[src/rtl/nn_infer_sequencer.sv]
`default_nettype none
// ============================================================================
// Module   : nn_infer_sequencer
// Purpose  : Inference controller for the digit-recognition pipeline. It steps
//            through the stages, captures the digit and hands it to a
//            valid/ready consumer. Optional watchdog: `define SEQ_TIMEOUT_EN.
// Revision : 1.0 - initial release
// ============================================================================
module nn_infer_sequencer #(
    parameter int NUM_LAYERS     = 3,
    parameter int CLEAR_CYCLES   = 2,
    parameter int TIMEOUT_CYCLES = 4096
) (
    input  logic                  clk,
    input  logic                  reset,
    input  logic                  start,
    output logic [NUM_LAYERS-1:0] layer_en,
    input  logic [NUM_LAYERS-1:0] layer_done,
    output logic                  layer_rst,
    input  logic [7:0]            digit_in,
    output logic [7:0]            digit_out,
    output logic                  result_valid,
    input  logic                  result_ready,
    output logic                  busy,
    output logic [15:0]           infer_cnt,
    output logic                  error
);

    localparam int c_STG_W = (NUM_LAYERS > 1) ? $clog2(NUM_LAYERS) : 1;
    localparam int c_CLR_W = 4;

    if (NUM_LAYERS < 1 || CLEAR_CYCLES < 1 || CLEAR_CYCLES > 15 || TIMEOUT_CYCLES < 1) begin : g_param_check
        $error("nn_infer_sequencer: parameter out of range");
    end

    typedef enum logic [2:0] {
        S_CLEAR   = 3'd0,
        S_IDLE    = 3'd1,
        S_RUN     = 3'd2,
        S_CAPTURE = 3'd3,
        S_RESULT  = 3'd4,
        S_ERROR   = 3'd5
    } state_t;

    state_t                r_state,     w_state_nxt;
    logic [c_STG_W-1:0]    r_stage,     w_stage_nxt;
    logic [c_CLR_W-1:0]    r_clr_cnt,   w_clr_cnt_nxt;
    logic [NUM_LAYERS-1:0] r_layer_en,  w_layer_en_nxt;
    logic                  r_layer_rst, w_layer_rst_nxt;
    logic [7:0]            r_digit,     w_digit_nxt;
    logic                  r_valid,     w_valid_nxt;
    logic                  r_busy,      w_busy_nxt;
    logic [15:0]           r_infer_cnt, w_infer_cnt_nxt;
    logic                  w_timeout;
    logic                  w_last_stage;

    assign w_last_stage = (r_stage == c_STG_W'(NUM_LAYERS - 1));

    always_comb begin
        w_state_nxt     = r_state;
        w_stage_nxt     = r_stage;
        w_clr_cnt_nxt   = r_clr_cnt;
        w_digit_nxt     = r_digit;
        w_valid_nxt     = r_valid;
        w_infer_cnt_nxt = r_infer_cnt;
        w_layer_en_nxt  = '0;

        case (r_state)
            S_CLEAR: begin
                if (r_clr_cnt == c_CLR_W'(CLEAR_CYCLES - 1)) begin
                    w_state_nxt   = S_IDLE;
                    w_clr_cnt_nxt = '0;
                end else begin
                    w_clr_cnt_nxt = r_clr_cnt + c_CLR_W'(1);
                end
            end
            S_IDLE: begin
                if (start) begin
                    w_state_nxt = S_RUN;
                    w_stage_nxt = '0;
                end
            end
            S_RUN: begin
                // Only the active stage's flag matters; earlier flags stay high.
                if (layer_done[r_stage]) begin
                    if (w_last_stage) begin
                        w_state_nxt = S_CAPTURE;
                    end else begin
                        w_stage_nxt = r_stage + c_STG_W'(1);
                    end
                end else if (w_timeout) begin
                    w_state_nxt = S_ERROR;
                end
            end
            S_CAPTURE: begin
                w_digit_nxt = digit_in;
                w_valid_nxt = 1'b1;
                w_state_nxt = S_RESULT;
            end
            S_RESULT: begin
                if (result_ready) begin
                    w_valid_nxt     = 1'b0;
                    w_infer_cnt_nxt = r_infer_cnt + 16'd1;
                    w_state_nxt     = S_CLEAR;
                    w_clr_cnt_nxt   = '0;
                end
            end
            S_ERROR: begin
                w_state_nxt   = S_CLEAR;
                w_clr_cnt_nxt = '0;
            end
            default: begin
                w_state_nxt   = S_CLEAR;
                w_clr_cnt_nxt = '0;
            end
        endcase

        if (w_state_nxt == S_RUN) begin
            for (int i = 0; i < NUM_LAYERS; i++) begin
                w_layer_en_nxt[i] = (i <= int'(w_stage_nxt));
            end
        end else if (w_state_nxt == S_CAPTURE || w_state_nxt == S_RESULT) begin
            w_layer_en_nxt = '1;
        end

        w_layer_rst_nxt = (w_state_nxt == S_CLEAR);
        w_busy_nxt      = (w_state_nxt != S_IDLE);
    end

    always_ff @(posedge clk) begin
        if (!reset) begin
            r_state     <= S_CLEAR;
            r_stage     <= '0;
            r_clr_cnt   <= '0;
            r_layer_en  <= '0;
            r_layer_rst <= 1'b1;
            r_digit     <= 8'd0;
            r_valid     <= 1'b0;
            r_busy      <= 1'b1;
            r_infer_cnt <= 16'd0;
        end else begin
            r_state     <= w_state_nxt;
            r_stage     <= w_stage_nxt;
            r_clr_cnt   <= w_clr_cnt_nxt;
            r_layer_en  <= w_layer_en_nxt;
            r_layer_rst <= w_layer_rst_nxt;
            r_digit     <= w_digit_nxt;
            r_valid     <= w_valid_nxt;
            r_busy      <= w_busy_nxt;
            r_infer_cnt <= w_infer_cnt_nxt;
        end
    end

`ifdef SEQ_TIMEOUT_EN
    localparam int c_TMO_W = $clog2(TIMEOUT_CYCLES + 1);

    logic [c_TMO_W-1:0] r_tmo_cnt;
    logic               r_error;

    assign w_timeout = (r_tmo_cnt == c_TMO_W'(TIMEOUT_CYCLES - 1));

    // Restarts whenever a stage is (re)entered.
    always_ff @(posedge clk) begin
        if (!reset) begin
            r_tmo_cnt <= '0;
        end else if (r_state == S_RUN && w_state_nxt == S_RUN && w_stage_nxt == r_stage) begin
            r_tmo_cnt <= r_tmo_cnt + c_TMO_W'(1);
        end else begin
            r_tmo_cnt <= '0;
        end
    end

    always_ff @(posedge clk) begin
        if (!reset) begin
            r_error <= 1'b0;
        end else if (w_state_nxt == S_ERROR) begin
            r_error <= 1'b1;
        end else if (r_state == S_IDLE && start) begin
            r_error <= 1'b0;
        end
    end

    assign error = r_error;
`else
    assign w_timeout = 1'b0;
    assign error     = 1'b0;
`endif

    assign layer_en     = r_layer_en;
    assign layer_rst    = r_layer_rst;
    assign digit_out    = r_digit;
    assign result_valid = r_valid;
    assign busy         = r_busy;
    assign infer_cnt    = r_infer_cnt;

endmodule
`default_nettype wire

[config.mk]
export PLATFORM = sky130hd
export DESIGN_NAME = nn_infer_sequencer
export DESIGN_NICKNAME = d
export VERILOG_FILES = /design/src/rtl/nn_infer_sequencer.sv
export SDC_FILE = /design/constraint.sdc
export NUM_CORES = 1
export LEC_CHECK = 0
export ABC_AREA = 1
export CAP_MARGIN = 30
export CORE_AREA = 8 8 73 75
export CTS_CLUSTER_SIZE = 30
export DETAILED_ROUTE_END_ITERATION = 16
export DIE_AREA = 0 0 81 83
export GPL_ROUTABILITY_DRIVEN = 0
export PLACE_DENSITY = 0.8
export SETUP_SLACK_MARGIN = 0.15
export SLEW_MARGIN = 25
export SYNTH_ARGS = -nofsm -noshare
export SYNTH_HDL_FRONTEND = slang
export SYNTH_SLANG_ARGS = --single-unit
[constraint.sdc]
create_clock -name clk -period 1.5 [get_ports clk]
set_input_delay 0.3 -clock clk [delete_from_list [all_inputs] [get_ports clk]]
set_output_delay 0.3 -clock clk [all_outputs]
set_load 0.03 [all_outputs]
==> results.tsv, run 1 <==
metric	value	unit
Arrival @ worst endpoint	1.61	ns
final count of hold timing violations	0	
Worst Path Max Fanout	4	
max-cap check violation count	0	
maximum clock insertion buffer count	2	
TritonCTS buffer count	5	
mean instance size in the synthesized netlist	7.358	um^2
Worst Setup Slack, final	0.1180	ns
post-synthesis register bit count	39	
synth-to-layout area growth	41.15	%
number of instances in the synthesized netlist	243	
commonest non-fill, non-tap cells in the layout	nand2_1 (39), nor2_1 (37), inv_1 (31)	
final setup violation count	0	
cell row count	24	
Post-synth ARST share	0	%
Final Non-Filler Cells	366	
total wire length	4270	um
antenna violations before repair	0	
net count reported at finish	333	
count of cells along the worst hold path	1	
primary flip-flop cell chosen by synthesis mapping	dfxtp_1	
total via count in the routed design	1766	
post-detail-place hpwl	3297	um
run status	finished clean	
Worst Hold Class	register to register	
worst skew pair latency	0.29	ns
power consumption	2.483	mW
dpl cell area	0.002412	mm^2
Die Footprint	0.006723	mm^2
I/O pin count	46	
Die X-Extent	81	um
first-iteration detailed-routing DRC count	77	
total iterations of the first detailed-routing run	4	
Routed wire per std cell	11.67	um
DRT antenna net count	0	
series of cell instances along the critical path	inv_2 > nand2_2 > nor2_4 > nand2_4 > buf_12 > nor2_8 > nand3_2 > or2_0 > a21oi_1	
Clock Root Buffer	clkbuf_8	
die span in y	83	um
Reg-to-Reg Start	r_state[1]	
first-pass GRT wire length	7148	um
endpoint of the worst hold-timing path	infer_cnt[3]	
sequential element share of the synthesized area	43.67	%
power density over cell area	983.9	mW/mm^2
slowest library cell on the worst path	dfxtp_1	
leading cell type in the layout, fill and taps excluded	nand2_1	
delay of the slowest critical-path stage	0.31	ns
crit path buf inv count	2	
starting utilization of the core area	42.53	%
required arrival time at the worst endpoint	1.73	ns
input/output buffers	44	
fraction of final layout cells with drive strength greater than 1	25.80	%
clock tree from TritonCTS	yes	
hold_buf cts	0	
Setup Skew	0.003123	ns
average via count per standard cell	4.825	
shortest clock period the worst path allows after layout	1.382	ns
netlist area before placement	0.001788	mm^2
total gr overflow	0	
CTS clk-pin slew, worst paths	0.08	ns
capture instance of the worst register-to-register path	infer_cnt[12]	
launch point of the worst hold path	infer_cnt[3]	
via count of the first global-routing pass	1657	
Yosys Warn Count	0	
EDFF count, synth	0	
unrepaired setup endpoints after global routing	true	
gate family responsible for the most delay along the worst path	simple AND/OR/NAND/NOR gates	
CP Capture Type	register	
area of the core region	0.004204	mm^2
overall global routing resource usage	13.08	%
diode insertion count for antenna repair	0	
count of unresolved DRC violations after routing	0	
element type at the critical path start	register	
cell depth of the worst flop-to-flop path	9	
peak ir drop on the vdd network	0.0007160	V
H-tree depth	2	
clock net sink count	39	
Max Fclk	723.6	MHz
leakage	1.158	nW
Final Instance Area	0.002524	mm^2
post-route clock period utilization	92.13	%
post-synth cell types	31	
Syn Nets	263	
critical path start-end classification	register to register	
post-placement setup slack	-0.1292	ns
Slew Viols, Final	0	
setup slack on the worst flop-to-flop path	0.12	ns
Placed Cells incl. Taps	352	
maximum number of pins on one net before global-route repair	22	
hold slack final	0.4608	ns
==> power breakdown <==
part | internal [mW] | total [mW] | switching [mW]
combinational | 0.240 | 0.608 | 0.368
clock | 0.326 | 0.694 | 0.368
sequential | 1.12 | 1.18 | 0.0608
total | 1.69 | 2.48 | 0.797
==> state kept, by name, summed over array words and instances (netlist names) <==
| name | count |
|---|---|
| digit_out | 8 |
| r_state | 3 |
| layer_rst | 1 |
| r_clr_cnt | 4 |
| infer_cnt | 16 |
| busy | 1 |
| layer_en | 3 |
| result_valid | 1 |
| r_stage | 2 |
==> routing by layer <==
metal | GRT usage, % | up-vias | routed length (um)
li1 | - | 908 | -
met4 | 4.390 | 0 | 57
met1 | 13.84 | 816 | 1755
met2 | 23.36 | 36 | 2210
met5 | 0 | - | 0
met3 | 4.095 | 6 | 246
==> logic make-up after synthesis <==
kind of cell,count (synthesis),share of synthesized area [%]
AND/OR/NAND/NOR,114,30.72
flip-flops,39,43.67
other,1,0.2097
adder cells (fa/ha/maj),5,3.499
AO/OA/AOI/OAI,42,12.32
XOR/XNOR,2,0.9799
buffers and inverters,40,8.608
==> worst max path at each step <==
stage                             from       endpoint  slack, ns  depth (start not counted)
after global placement    result_ready   r_clr_cnt[3]      -0.07                          6
after CTS                 infer_cnt[3]   infer_cnt[3]       0.08                          1
after detailed placement  result_ready   r_clr_cnt[3]      -0.13                          6
after global routing      r_clr_cnt[0]      layer_rst       0.04                          6
final                       r_state[1]  infer_cnt[12]       0.12                          9
after floorplan           infer_cnt[2]  infer_cnt[12]       0.15                          5
==> metrics by stage <==
stage / utilization (%) / setup TNS, ns
final: 60.03 / 0
after floorplan: - / 0
after global placement: 57.38 / -0.5601
after detailed placement: 57.38 / -1.008
after global routing: 60.03 / 0
after CTS: 59.35 / 0
==> area by class of cell <==
class	count	area, um^2
Fill cell	393	1680
Multi-Input combinational cell	164	875.8
Sequential cell	39	797.0
Timing Repair Buffer	67	564.3
Inverter	36	137.6
Clock buffer	6	72.57
Tap cell	52	65.06
Clock inverter	2	11.26
==> Yosys cell counts (3+ instances only) <==
| cell | count | area (um^2) |
|---|---|---|
| o21ai_0 | 19 | 95.09 |
| nor2_2 | 3 | 18.77 |
| nor2_4 | 3 | 33.78 |
| nand3_2 | 3 | 30.03 |
| inv_1 | 31 | 116.4 |
| dfxtp_1 | 39 | 780.8 |
| nand2_1 | 40 | 150.1 |
| ha_1 | 5 | 62.56 |
| a21oi_1 | 18 | 90.09 |
| nand3_1 | 11 | 55.05 |
| nor2_1 | 39 | 146.4 |
| nor3_1 | 4 | 20.02 |
| inv_2 | 5 | 18.77 |
==> what timing repair did <==
| item | in CTS | in global routing |
|---|---|---|
| setup buffers | 2 | 4 |
| pin swaps | 0 | 3 |
| endpoints found under the setup margin | 31 | 32 |
| gates resized for setup | 47 | 38 |
(Power assumes the default switching activity.)
==> inputs of run 2 (changes only) <==
- CTS_BUF_LIST: default -> sky130_fd_sc_hd__clkbuf_2 sky130_fd_sc_hd__clkbuf_4 sky130_fd_sc_hd__clkbuf_8
==> results.tsv, run 2 (synthesis results as in run 1) <==
metric	value	unit	change
run status	finished clean		unchanged
element type at the critical path start	register		unchanged
average via count per standard cell	4.848		was 4.825
gate family responsible for the most delay along the worst path	simple AND/OR/NAND/NOR gates		unchanged
Net Sw Power	813.2	uW	was 796.6 uW
met3 Usage GRT	4.095	%	unchanged
M1 GR Usage	13.97	%	was 13.84%
delay of the slowest critical-path stage	0.31	ns	about the same
maximum number of pins on one net before global-route repair	22		unchanged
maximum clock insertion buffer count	2		unchanged
worst skew pair latency	0.29	ns	about the same
net count reported at finish	335		was 333
CP Capture Type	register		unchanged
total gr overflow	0		unchanged
Pint	1.735	mW	was 1.687 mW
Worst Path Max Fanout	4		unchanged
final count of hold timing violations	0		unchanged
total wire length	4318	um	was 4270 um
combinational group share of total power	25.8	%	was 24.5%
fraction of final layout cells with drive strength greater than 1	27.85	%	was 25.80%
power density over cell area	998.7	mW/mm^2	was 983.9 mW/mm^2
post-detail-place hpwl	3297	um	unchanged
series of cell instances along the critical path	inv_2 > nand2_2 > nor2_4 > nand2_4 > buf_12 > nor2_8 > nand3_2 > or2_0 > a21oi_1		unchanged
first-iteration detailed-routing DRC count	77		unchanged
shortest clock period the worst path allows after layout	1.391	ns	was 1.382 ns
synth-to-layout area growth	42.69	%	was 41.15%
Worst Hold Class	register to register		unchanged
Arrival @ worst endpoint	1.62	ns	was 1.61 ns
via count of the first global-routing pass	1651		was 1,657
Max Fclk	718.9	MHz	was 723.6 MHz
total iterations of the first detailed-routing run	4		unchanged
overall global routing resource usage	13.08	%	unchanged
share of total power in the clock network	27.9	%	was 28.0%
Clock Root Buffer	clkbuf_8		unchanged
max-cap check violation count	0		unchanged
slowest library cell on the worst path	dfxtp_1		unchanged
DRT antenna net count	0		unchanged
total via count in the routed design	1784		was 1,766
antenna violations before repair	0		unchanged
Die Footprint	0.006723	mm^2	unchanged
part of the power in registers	46.3	%	was 47.6%
hold_buf cts	0		unchanged
Routed wire per std cell	11.73	um	was 11.67 um
first-pass GRT wire length	7155	um	was 7148 um
input/output buffers	44		unchanged
H-tree depth	2		unchanged
Setup Skew	0.002911	ns	was 0.003123 ns
I/O pin count	46		unchanged
die span in y	83	um	unchanged
unrepaired setup endpoints after global routing	true		unchanged
final setup violation count	0		unchanged
starting utilization of the core area	42.53	%	unchanged
TritonCTS buffer count	5		unchanged
peak ir drop on the vdd network	0.0006913	V	was 0.0007160 V
flip-flop count of the largest register after layout	16		unchanged
Setup Total Neg Slack	0	ns	unchanged
commonest non-fill, non-tap cells in the layout	nand2_1 (38), nor2_1 (37), inv_1 (31)		was nand2_1 (39), nor2_1 (37), inv_1 (31)
required arrival time at the worst endpoint	1.73	ns	about the same
routing usage on met2	23.21	%	was 23.36%
CTS clk-pin slew, worst paths	0.07	ns	was 0.08 ns
clock tree from TritonCTS	yes		unchanged
GRT busiest layer	met2		unchanged
count of unresolved DRC violations after routing	0		unchanged
post-route clock period utilization	92.74	%	was 92.13%
critical path start-end classification	register to register		unchanged
leakage	1.174	nW	was 1.158 nW
switching share of power	31.91	%	was 32.08%
diode insertion count for antenna repair	0		unchanged
crit path buf inv count	2		unchanged
area of the core region	0.004204	mm^2	unchanged
clock net sink count	39		unchanged
leading cell type in the layout, fill and taps excluded	nand2_1		unchanged
utilization after layout	60.68	%	was 60.03%
power consumption	2.548	mW	was 2.483 mW
cell row count	24		unchanged
Slew Viols, Final	0		unchanged
Die X-Extent	81	um	unchanged
-- run 2: changes by cell type in the layout (fill, tap and decap cells not counted) --
cell / previous run / this run
clkbuf_1: 1 / 0
nand2_2: 3 / 4
nand2_1: 39 / 38
a21oi_2: 0 / 1
clkbuf_4: 0 / 1
buf_4: 22 / 24
a21oi_1: 18 / 17
dfxtp_1: 30 / 28
dfxtp_2: 7 / 9
-- run 2: power by group through the flow --
stage,clock (mW),combinational [mW],sequential (mW)
final,0.710,0.658,1.18
after floorplan,0,0.311,1.27
after global placement,0,0.597,1.20
after detailed placement,0,0.610,1.20
after global routing,0.788,0.727,1.19
after CTS,0.734,0.590,1.17
-- run 2: worst reg2reg max path, stage by stage (launching register included) --
cell and delay (ns):
dfxtp_1 0.31, inv_2 0.08, nand2_2 0.07, nor2_4 0.12
nand2_4 0.09, buf_12 0.14, nor2_8 0.09, nand3_2 0.09
or2_0 0.23, a21oi_1 0.12
-- run 2: cell type report --
type                       count  area (um^2)
clock buffer                   6        76.32
clock inverter                 2        11.26
fill                         386         1653
inverter                      36        137.6
multi-input combinational    164        882.1
sequential                    39        799.5
tap                           52        65.06
timing repair buffer          69        579.3
-- run 2: path summary, 6_finish.rpt --
path | end | slack, ns | cells after the start | startpoint
worst max-delay path | infer_cnt[12] | 0.11 | 9 | r_state[1]
worst min-delay path | infer_cnt[3] | 0.46 | 1 | infer_cnt[3]
worst max register to register | infer_cnt[12] | 0.11 | 9 | r_state[1]
worst min register to register | infer_cnt[3] | 0.46 | 1 | infer_cnt[3]
-- run 2: routing by layer --
metal	part of all wire, %	wire length (um)	vias up
met5	0	0	-
met4	1.3	57	0
met3	5.6	243	6
met2	51	2211	35
met1	42	1805	831
li1	-	-	912
-- run 2: metrics by stage --
| step | cell area [um^2] | hold WS, ns | cells | setup slack [ns] |
|---|---|---|---|---|
| after floorplan | 1798 | 0.4349 | 243 | 0.1491 |
| after global placement | 2412 | 0.4469 | 352 | -0.07350 |
| after detailed placement | 2412 | 0.4431 | 352 | -0.1292 |
| after CTS | 2499 | 0.4536 | 362 | 0.08392 |
| after global routing | 2551 | 0.4873 | 368 | 0.03863 |
| final | 2551 | 0.4608 | 368 | 0.1089 |
-- run 2: timing repair --
| item | in CTS | in global routing |
|---|---|---|
| endpoints found under the setup margin | 31 | 33 |
| resized for setup | 47 | 42 |
| pin swaps | 0 | 5 |
| setup buffers | 2 | 6 |
| hold endpoints to repair | 0 | 0 |
| cloned | 0 | 0 |
==> inputs of run 3 (changes only) <==
- REMOVE_ABC_BUFFERS: default -> 1
==> results.tsv, run 3 (synthesis results as in run 1) <==
metric	value	unit	change
Storage cell area	797.0	um^2	was 799.5 um^2
TritonCTS buffer count	5		unchanged
element type at the critical path start	register		unchanged
DRT antenna net count	0		unchanged
delay of the slowest critical-path stage	0.43	ns	was 0.31 ns
total gr overflow	0		unchanged
post-detail-place hpwl	3079	um	was 3297 um
final count of hold timing violations	0		unchanged
synth-to-layout area growth	42.41	%	was 42.69%
post-route clock period utilization	91.97	%	was 92.74%
CTS clk-pin slew, worst paths	0.07	ns	about the same
commonest non-fill, non-tap cells in the layout	nand2_1 (37), nor2_1 (35), inv_1 (31)		was nand2_1 (38), nor2_1 (37), inv_1 (31)
Final Non-Filler Cells	363		was 368
via count of the first global-routing pass	1644		was 1,651
series of cell instances along the critical path	dlygate4sd2_1		was inv_2 > nand2_2 > nor2_4 > nand2_4 > buf_12 > nor2_8 > nand3_2 > or2_0 > a21oi_1
Die Footprint	0.006723	mm^2	unchanged
critical path start-end classification	register to primary output		was register to register
crit path buf inv count	1		was 2
die span in y	83	um	unchanged
gate family responsible for the most delay along the worst path	buffers and inverters		was simple AND/OR/NAND/NOR gates
power consumption	2.540	mW	was 2.548 mW
max-cap check violation count	0		unchanged
total wire length	4217	um	was 4318 um
Slew Viols, Final	0		unchanged
unrepaired setup endpoints after global routing	true		unchanged
Max Fclk	724.9	MHz	was 718.9 MHz
total via count in the routed design	1757		was 1,784
hold_buf cts	0		unchanged
filler cell count	378		was 386
CP Capture Type	primary output		was register
antenna violations before repair	0		unchanged
I/O pin count	46		unchanged
slowest library cell on the worst path	dlygate4sd2_1		was dfxtp_1
power density over cell area	997.7	mW/mm^2	was 998.7 mW/mm^2
starting utilization of the core area	42.53	%	unchanged
fraction of final layout cells with drive strength greater than 1	27.01	%	was 27.85%
run status	finished clean		unchanged
cell row count	24		unchanged
count of unresolved DRC violations after routing	0		unchanged
Routed wire per std cell	11.62	um	was 11.73 um
diode insertion count for antenna repair	0		unchanged
Worst Hold Class	register to register		unchanged
Die X-Extent	81	um	unchanged
peak ir drop on the vdd network	0.0007190	V	was 0.0006913 V
area of the core region	0.004204	mm^2	unchanged
Setup Skew	0.006816	ns	was 0.002911 ns
Worst Path Max Fanout	4		unchanged
Arrival @ worst endpoint	1.08	ns	was 1.62 ns
clock net sink count	39		unchanged
first-pass GRT wire length	6969	um	was 7155 um
H-tree depth	2		unchanged
flip-flop count of the largest register after layout	16		unchanged
leakage	1.155	nW	was 1.174 nW
shortest clock period the worst path allows after layout	1.380	ns	was 1.391 ns
Placed Cells incl. Taps	348		was 352
average via count per standard cell	4.840		was 4.848
net count reported at finish	330		was 335
leading cell type in the layout, fill and taps excluded	nand2_1		unchanged
input/output buffers	44		unchanged
final setup violation count	0		unchanged
Clock Root Buffer	clkbuf_8		unchanged
overall global routing resource usage	12.76	%	was 13.08%
total iterations of the first detailed-routing run	4		unchanged
worst skew pair latency	0.29	ns	about the same
first-iteration detailed-routing DRC count	79		was 77
maximum clock insertion buffer count	2		unchanged
clock tree from TritonCTS	yes		unchanged
required arrival time at the worst endpoint	1.20	ns	was 1.73 ns
combined area of the multi-input logic cells	908.4	um^2	was 882.1 um^2
maximum number of pins on one net before global-route repair	22		unchanged
run 3: per-stage QoR:
| stage | hold WS, ns | TNS, ns | area [um^2] | utilization [%] | worst slack (ns) |
|---|---|---|---|---|---|
| after global placement | 0.4542 | -0.3568 | 2372 | 56.43 | -0.06112 |
| after global routing | 0.4754 | 0 | 2546 | 60.57 | 0.0007488 |
| after floorplan | 0.3762 | -0.01089 | 1769 | - | -0.01089 |
| after CTS | 0.4758 | 0 | 2452 | 58.33 | 0.1161 |
| final | 0.4558 | 0 | 2546 | 60.57 | 0.1205 |
| after detailed placement | 0.4599 | -0.9035 | 2372 | 56.43 | -0.1428 |
run 3: final timing paths:
check / start / depth (start not counted) / slack [ns] / to
max reg2reg: r_state[1] / 10 / 0.13 / infer_cnt[5]
max: infer_cnt[0] / 1 / 0.12 / infer_cnt[0]
min reg2reg: infer_cnt[3] / 1 / 0.46 / infer_cnt[3]
min: infer_cnt[3] / 1 / 0.46 / infer_cnt[3]
run 3: what timing repair did:
action,CTS,global route
pin swaps,1,13
resized for setup,47,50
buffers inserted,1,6
hold endpoints to repair,0,0
setup endpoints to repair,34,37
run 3: power breakdown:
group          internal, mW  switching, mW
logic                 0.267          0.386
registers              1.12         0.0551
clock network         0.362          0.345
run 3: area by class of cell:
| type | instances | share of cell area (%) |
|---|---|---|
| multi-input combinational | 164 | 35.68 |
| sequential | 39 | 31.30 |
| timing repair buffer | 64 | 21.38 |
| inverter | 36 | 5.602 |
| clock buffer | 7 | 3.292 |
| tap | 52 | 2.555 |
| clock inverter | 1 | 0.1966 |
run 3: layer usage:
| layer | wire (um) | vias up | global-route usage, % | part of all wire (%) |
|---|---|---|---|---|
| met5 | 0 | - | 0 | 0 |
| met4 | 87 | 0 | 6.667 | 2.1 |
| met3 | 367 | 8 | 5.280 | 8.7 |
| met2 | 1962 | 54 | 19.56 | 47 |
| met1 | 1800 | 795 | 14.60 | 43 |
| li1 | - | 900 | - | - |
